==> config.mk <==
export PLATFORM = sky130hd
export DESIGN_NAME = sipo_deserializer
export DESIGN_NICKNAME = d
export VERILOG_FILES = /design/src/rtl/sipo_deserializer.sv
export SDC_FILE = /design/constraint.sdc
export NUM_CORES = 1
export LEC_CHECK = 0
export BUFFER_PORTS_ARGS = -buffer_cell sky130_fd_sc_hd__clkbuf_2
export CAP_MARGIN = 20
export CORE_UTILIZATION = 53
export CTS_BUF_LIST = sky130_fd_sc_hd__clkbuf_4
export CTS_CLUSTER_DIAMETER = 40
export DETAILED_ROUTE_END_ITERATION = 10
export PLACE_DENSITY = 0.81
export SLEW_MARGIN = 20
export SYNTH_ARGS = -nofsm -noshare
export SYNTH_HDL_FRONTEND = slang
export SYNTH_SLANG_ARGS = --single-unit
==> constraint.sdc <==
create_clock -name clk -period 1.49 [get_ports clk]
set_input_delay 0.2235 -clock clk [delete_from_list [all_inputs] [get_ports clk]]
set_output_delay 0.2235 -clock clk [all_outputs]
set_load 0.02 [all_outputs]
==> src/rtl/sipo_deserializer.sv <==
// Serial-in/parallel-out deserializer: LSB-first frames into WIDTH-bit words on a valid/ready handshake.
// Optional even-parity framing (one trailing parity bit per word) is enabled by defining SIPO_PARITY_EN.
module sipo_deserializer #(
  parameter int WIDTH = 8,
  parameter int CNT_W = 5
) (
  input  logic             clk,
  input  logic             reset,
  input  logic             serial_in,
  input  logic             shift_en,
  input  logic             clr_overrun,
  input  logic             ready,
  output logic [WIDTH-1:0] data_out,
  output logic             valid,
  output logic             overrun,
  output logic [CNT_W-1:0] bit_count,
  output logic             parity_err
);

`ifdef SIPO_PARITY_EN
  localparam int FRAME_LEN = WIDTH + 1;
  // Holds all WIDTH data bits; the parity bit is only looked at, never stored.
  localparam int SR_W      = WIDTH;
`else
  localparam int FRAME_LEN = WIDTH;
  // The last data bit goes straight from serial_in into the word, so one bit less is kept.
  localparam int SR_W      = WIDTH - 1;
`endif
  localparam logic [CNT_W-1:0] LAST_CNT = CNT_W'(FRAME_LEN - 1);

  logic [SR_W-1:0]  shift_q, shift_d, shift_next;
  logic [CNT_W-1:0] bit_count_q, bit_count_d;
  logic [WIDTH-1:0] data_q, data_d, new_word;
  logic             valid_q, valid_d;
  logic             overrun_q, overrun_d;
  logic             parity_err_q, parity_err_d;
  logic             frame_done, data_shift, new_perr;

  generate
    if (SR_W == 1) begin : g_sr_single
      assign shift_next = serial_in;
    end else begin : g_sr_multi
      assign shift_next = {serial_in, shift_q[SR_W-1:1]};
    end
  endgenerate

  assign frame_done = shift_en && (bit_count_q == LAST_CNT);

`ifdef SIPO_PARITY_EN
  assign data_shift = shift_en && !frame_done;
  assign new_word   = shift_q;
  assign new_perr   = (^shift_q) ^ serial_in;
`else
  assign data_shift = shift_en;
  assign new_word   = {serial_in, shift_q};
  assign new_perr   = 1'b0;
`endif

  always_comb begin
    shift_d      = shift_q;
    bit_count_d  = bit_count_q;
    data_d       = data_q;
    valid_d      = valid_q;
    overrun_d    = clr_overrun ? 1'b0 : overrun_q;
    parity_err_d = parity_err_q;

    if (data_shift) shift_d = shift_next;
    if (shift_en) bit_count_d = frame_done ? '0 : bit_count_q + 1'b1;

    if (valid_q && ready) valid_d = 1'b0;

    // A completing frame either loads (slot free or being consumed now) or is dropped.
    if (frame_done) begin
      if (!valid_q || ready) begin
        data_d       = new_word;
        valid_d      = 1'b1;
        parity_err_d = new_perr;
      end else begin
        overrun_d    = 1'b1;
      end
    end
  end

  always_ff @(posedge clk or posedge reset) begin
    if (reset) begin
      shift_q      <= '0;
      bit_count_q  <= '0;
      data_q       <= '0;
      valid_q      <= 1'b0;
      overrun_q    <= 1'b0;
      parity_err_q <= 1'b0;
    end else begin
      shift_q      <= shift_d;
      bit_count_q  <= bit_count_d;
      data_q       <= data_d;
      valid_q      <= valid_d;
      overrun_q    <= overrun_d;
      parity_err_q <= parity_err_d;
    end
  end

  assign data_out   = data_q;
  assign valid      = valid_q;
  assign overrun    = overrun_q;
  assign bit_count  = bit_count_q;
  assign parity_err = parity_err_q;

endmodule

==> flow_summary.ini, run 1 <==
[global_routing]
grt-ovfl-total = 0
grt_pass1_vias = 621
grtUsageTotal = 0.1964
grt_max_degree = 23
grt_pass1_wl_mm = 2.635
antenna_found_initial = 0

[timing]
rsz0062_at_grt = false
setup_ws_ns = 0.1207
tns_ns = 0
fin_crit_ns = 1.369
finalHoldViolations = 0
setup_violations = 0
clock.fmax_ghz = 0.7303
fin_crit_sh = 0.9190
finClkSkew_ns = 0.001903
final_max_slew_viol_count = 0

[finish]
drive_above_1_share = 0.5155
nNetsFinal = 105
area_growth_pct = 23.65
final_util = 0.7256
diodes = 0
stdcell_area_sq_mm = 0.001119

[worst_setup_path]
critPathArrivalTime_ns = 1.56
timing.rr.start = bit_count[0]
crit_type = reg2reg
worstSetupEndpoint = data_out[7]
path_cells = ha_2, nand2b_4, nand4b_4, mux2_2
r2r_end = data_out[7]
cp-end-kind = flop
crit_fanout = 8
cp_slowest_stage_delay_ns = 0.40
slowest_stage = dfrtp_1
reg2reg_setup_slack_ns = 0.12
r2r_cells = 4
startpoint = bit_count[0]
critical_path_required_ns = 1.69
critPathLaunchType = flop

[synth]
synth-seq-cells = 22
yosys_warnings = 0
ys_top_cells_by_area = dfrtp_1 61%, mux2_2 19%, nand4b_4 2.6%, inv_1 2.1%, xnor2_1 1.9%
netlist_top_cells_count = 22 x dfrtp_1, 15 x mux2_2, 5 x inv_1
syn-cell-area_sq_um = 904.6
ys_seq_area_frac = 0.6086
netlist.area_leader.share = 0.6086
synthArstFlopShare = 1.000
yosysTopAreaCell = dfrtp_1
yosysUniqueCellTypes = 19
syn_inst = 66
syn_area_per_cell_sq_um = 13.71
synth_flop_cell = dfrtp_1
synth.most_common_cell = dfrtp_1
synth_edf_count = 0
synth_nets = 73

[power]
powerDensity_mw_per_mm2 = 1826
ir_drop_mv = 0.9414
total_power_mw = 2.043
power_leakage_nw = 0.5768

[die]
rows = 14
initial_core_util = 0.5869
die_area_sq_mm = 0.001876
ios = 22
die_h_um = 43.32
coreArea_sq_mm = 0.001541
die_x_um = 43.32

[drt]
drc = 0
drt_pass1_iterations = 2
routed_via_density = 5.434
totalWireLength_mm = 1.618
post_drt_wl_per_cell_um = 14.32
vias = 614
dr.first_iter.drc_count = 13
antenna_left = 0

[clocking]
clk_latency_ns = 0.30
clock_path_buffers = 2
clk_pin_slew_worst_paths_ns = 0.11
htreeDepth = 1
cts_tree = yes
cts_made_buffers = 3
clock_sinks = 22
clockRootBuffer = clkbuf_4

[outcome]
status = completed

[placed_design]
hpwl_mm = 1.064
post-place-ws_ns = 0.01392
place_area_sq_mm = 0.001042
gp_congestion = 0.7965
io_buffers = 20

[run]
drv_cap = 0

[hold_path]
hp-start = clr_overrun
hold_class = in2reg
cell type report:
| cell class | instances | area (sq um) |
|---|---|---|
| Tap cell | 16 | 20.02 |
| Multi-Input combinational cell | 37 | 332.8 |
| Timing Repair Buffer | 29 | 170.2 |
| Inverter | 5 | 18.77 |
| Clock inverter | 1 | 3.754 |
| Fill cell | 116 | 422.9 |
| Sequential cell | 22 | 550.5 |
| Clock buffer | 3 | 22.52 |
timing repair:
action	4_1_cts	5_1_grt
hold endpoints to repair	22	0
hold buffers	1	0
endpoints found under the setup margin	5	10
gates resized for setup	0	3
setup buffers	3	1
pin swaps	0	0
sequential cells by signal, summed over array words and instances, names as in the netlist:
| register | cells |
|---|---|
| data_out | 8 |
| overrun | 1 |
| shift_q | 7 |
| valid | 1 |
| bit_count | 5 |
critical path: cells and delay by family, from the launching register on:
family	cells	cell delay, ns
adders and majority gates	1	0.22
DFF	1	0.40
muxes	1	0.36
and+or+nand+nor	2	0.29
power by group:
part	internal, mW	total [mW]	switching, mW
sequential	0.805	0.959	0.154
clock	0.0976	0.266	0.169
combinational	0.375	0.818	0.443
total	1.28	2.04	0.765
per-stage QoR:
stage,std cells,hold WS (ns)
6_report,113,0.09472
5_1_grt,113,0.09572
4_1_cts,112,0.08814
3_5_place_dp,104,0.2534
3_3_place_gp,104,0.2451
2_1_floorplan,66,0.2127
kinds of logic (layout without fill, tap and decap cells):
family,Yosys count,after routing,share of synthesized area
buf+inv,7,38,0.03458
simple gates,13,13,0.09820
compound gates,5,5,0.03458
fa+ha+maj,1,1,0.01383
xor+xnor,2,2,0.01937
mux,15,15,0.1867
flops,22,22,0.6086
other cells,1,1,0.004145
how the worst min path moves through the flow:
stage	endpoint	slack [ns]	cells past startpoint
finish	overrun	0.09	2
global route	overrun	0.1	2
CTS	overrun	0.09	2
detailed placement	data_out[3]	0.25	3
global placement	data_out[3]	0.25	3
floorplan	bit_count[0]	0.21	1
cell usage in the layout, fill, tap and decap left out, types with 2 or more instances in the layout:
master / n
inv_1: 5
dfrtp_1: 22
clkbuf_4: 3
buf_4: 8
clkbuf_2: 20
o21ai_0: 2
xnor2_1: 2
nand3_1: 2
nand2_1: 4
o22ai_1: 2
mux2_2: 15
metal layers:
layer  global-route usage  vias up  part of all wire
li1                     -      284                 -
met1               0.2085      310              0.43
met2               0.3493       16              0.52
met3              0.03830        4             0.033
met4               0.1273        0             0.020
met5                    0        -                 0
No activity file was read; power rests on OpenSTA's default activity.
==> run 2, diff against run 1 <==
--- a/config.mk
+++ b/config.mk
@@ -7,11 +7,11 @@
 export LEC_CHECK = 0
 export BUFFER_PORTS_ARGS = -buffer_cell sky130_fd_sc_hd__clkbuf_2
 export CAP_MARGIN = 20
-export CORE_UTILIZATION = 53
+export CORE_UTILIZATION = 25
 export CTS_BUF_LIST = sky130_fd_sc_hd__clkbuf_4
 export CTS_CLUSTER_DIAMETER = 40
 export DETAILED_ROUTE_END_ITERATION = 10
-export PLACE_DENSITY = 0.81
+export PLACE_DENSITY = 0.51
 export SLEW_MARGIN = 20
 export SYNTH_ARGS = -nofsm -noshare
 export SYNTH_HDL_FRONTEND = slang
==> flow_summary.ini, run 2 (same netlist as run 1, synthesis figures left out) <==
[power]
ir_drop_mv = 0.6590
power_leakage_nw = 0.5639
powerDensity_mw_per_mm2 = 1768

[hold_path]
hold_class = in2reg

[drt]
post_drt_wl_per_cell_um = 11.77
drt_pass1_iterations = 5
drc = 0
totalWireLength_mm = 1.659
antenna_left = 0
routed_via_density = 4.234
dr.first_iter.drc_count = 13
vias = 597

[worst_setup_path]
cp_slowest_stage_delay_ns = 0.40
critPathLaunchType = flop
crit_fanout = 4
path_cells = ha_2, nand2b_1, buf_4, o311ai_0, o21ai_0
critPathArrivalTime_ns = 1.63
cp-end-kind = flop
critical_path_required_ns = 1.67
cp_top_family = compound AO/OA/AOI/OAI gates
cp_num_buf_inv = 1
crit_type = reg2reg
slowest_stage = dfrtp_1

[die]
initial_core_util = 0.2669
ios = 22
rows = 21
die_area_sq_mm = 0.003863
die_x_um = 62.16
coreArea_sq_mm = 0.003390
die_h_um = 62.16

[timing]
final_max_slew_viol_count = 0
tns_ns = 0
fin_crit_ns = 1.448
finClkSkew_ns = 0.002549
finalHoldViolations = 0
clock.fmax_ghz = 0.6908
setup_violations = 0
fin_crit_sh = 0.9716
hold_slack_ns = 0.09001

[run]
drv_cap = 0

[placed_design]
hpwl_mm = 1.203
gp_congestion = 0.8070
io_buffers = 20

[clocking]
clk_pin_slew_worst_paths_ns = 0.12
htreeDepth = 1
cts_made_buffers = 3
clockRootBuffer = clkbuf_4
clk_latency_ns = 0.31
clock_sinks = 22
clock_path_buffers = 2
cts_tree = yes

[finish]
final_common_cell = dfrtp_1
mostFrequentLayoutCells = 22 x dfrtp_1, 20 x clkbuf_2, 15 x mux2_2
drive_above_1_share = 0.4947
largest_reg_flops = 8
area_growth_pct = 25.31
nNetsFinal = 103
diodes = 0

[global_routing]
grtUsageTotal = 0.09369
gr-usage-met1 = 0.1194
use_met3 = 0.04412
grt_busiest_layer = met2
grt_max_degree = 23
grt_pass1_wl_mm = 2.787
grt_pass1_vias = 593
grt-ovfl-total = 0
antenna_found_initial = 0
use_met2 = 0.1415

[outcome]
status = completed
run 2: changes by cell type in the layout (fill, tap and decap cells not counted), sizes merged:
cell and delta:
buf -2
run 2: path summary, 6_finish.rpt:
path                       cells after the start    startpoint  slack, ns           end
setup / recovery                               5  bit_count[0]       0.04  bit_count[0]
max in group asynchronous                      4         reset       0.82   data_out[2]
min in group asynchronous                      4         reset       0.45   data_out[1]
setup reg to reg                               5  bit_count[0]       0.04  bit_count[0]
hold / removal                                 2   clr_overrun       0.09       overrun
hold reg to reg                                1  bit_count[4]       0.51  bit_count[4]
run 2: timing repair:
| item | CTS | global route |
|---|---|---|
| hold endpoints to repair | 22 | 0 |
| hold buffers | 1 | 0 |
| buffers inserted | 0 | 1 |
| endpoints found under the setup margin | 0 | 10 |
| gates resized for setup | 0 | 1 |
run 2: power by group:
part	switching [mW]	total (mW)	internal (mW)	leakage (nW)
registers	0.156	0.962	0.806	0.276
logic	0.427	0.767	0.341	0.272
clock network	0.176	0.274	0.0980	0.0154
run 2: through the flow:
step | cell area [sq um] | util | power [mW] | std cells | worst slack (ns)
after floorplan | 904.6 | - | 1.440 | 66 | 0.002238
after global placement | 1087 | 0.3208 | 1.719 | 135 | 0.1094
after detailed placement | 1087 | 0.3208 | 1.734 | 135 | 0.05934
after CTS | 1124 | 0.3315 | 2.023 | 140 | 0.03574
after global routing | 1134 | 0.3344 | 2.145 | 141 | -0.01589
final | 1134 | 0.3344 | 2.004 | 141 | 0.04230
run 2: final cells by class:
type                    count  area (sq um)
clock buffers               3         22.52
clock inverters             1         3.754
fillers                   341          2256
inverters                   5         18.77
multi-input cells          37         325.3
flip-flops and latches     22         550.5
well taps                  46         57.56
repair buffers             27         155.1
run 2: per-layer routing:
metal / share of wire / up-vias
li1: - / 285
met5: 0 / -
met4: 0.017 / 0
met1: 0.46 / 284
met3: 0.074 / 6
met2: 0.45 / 22
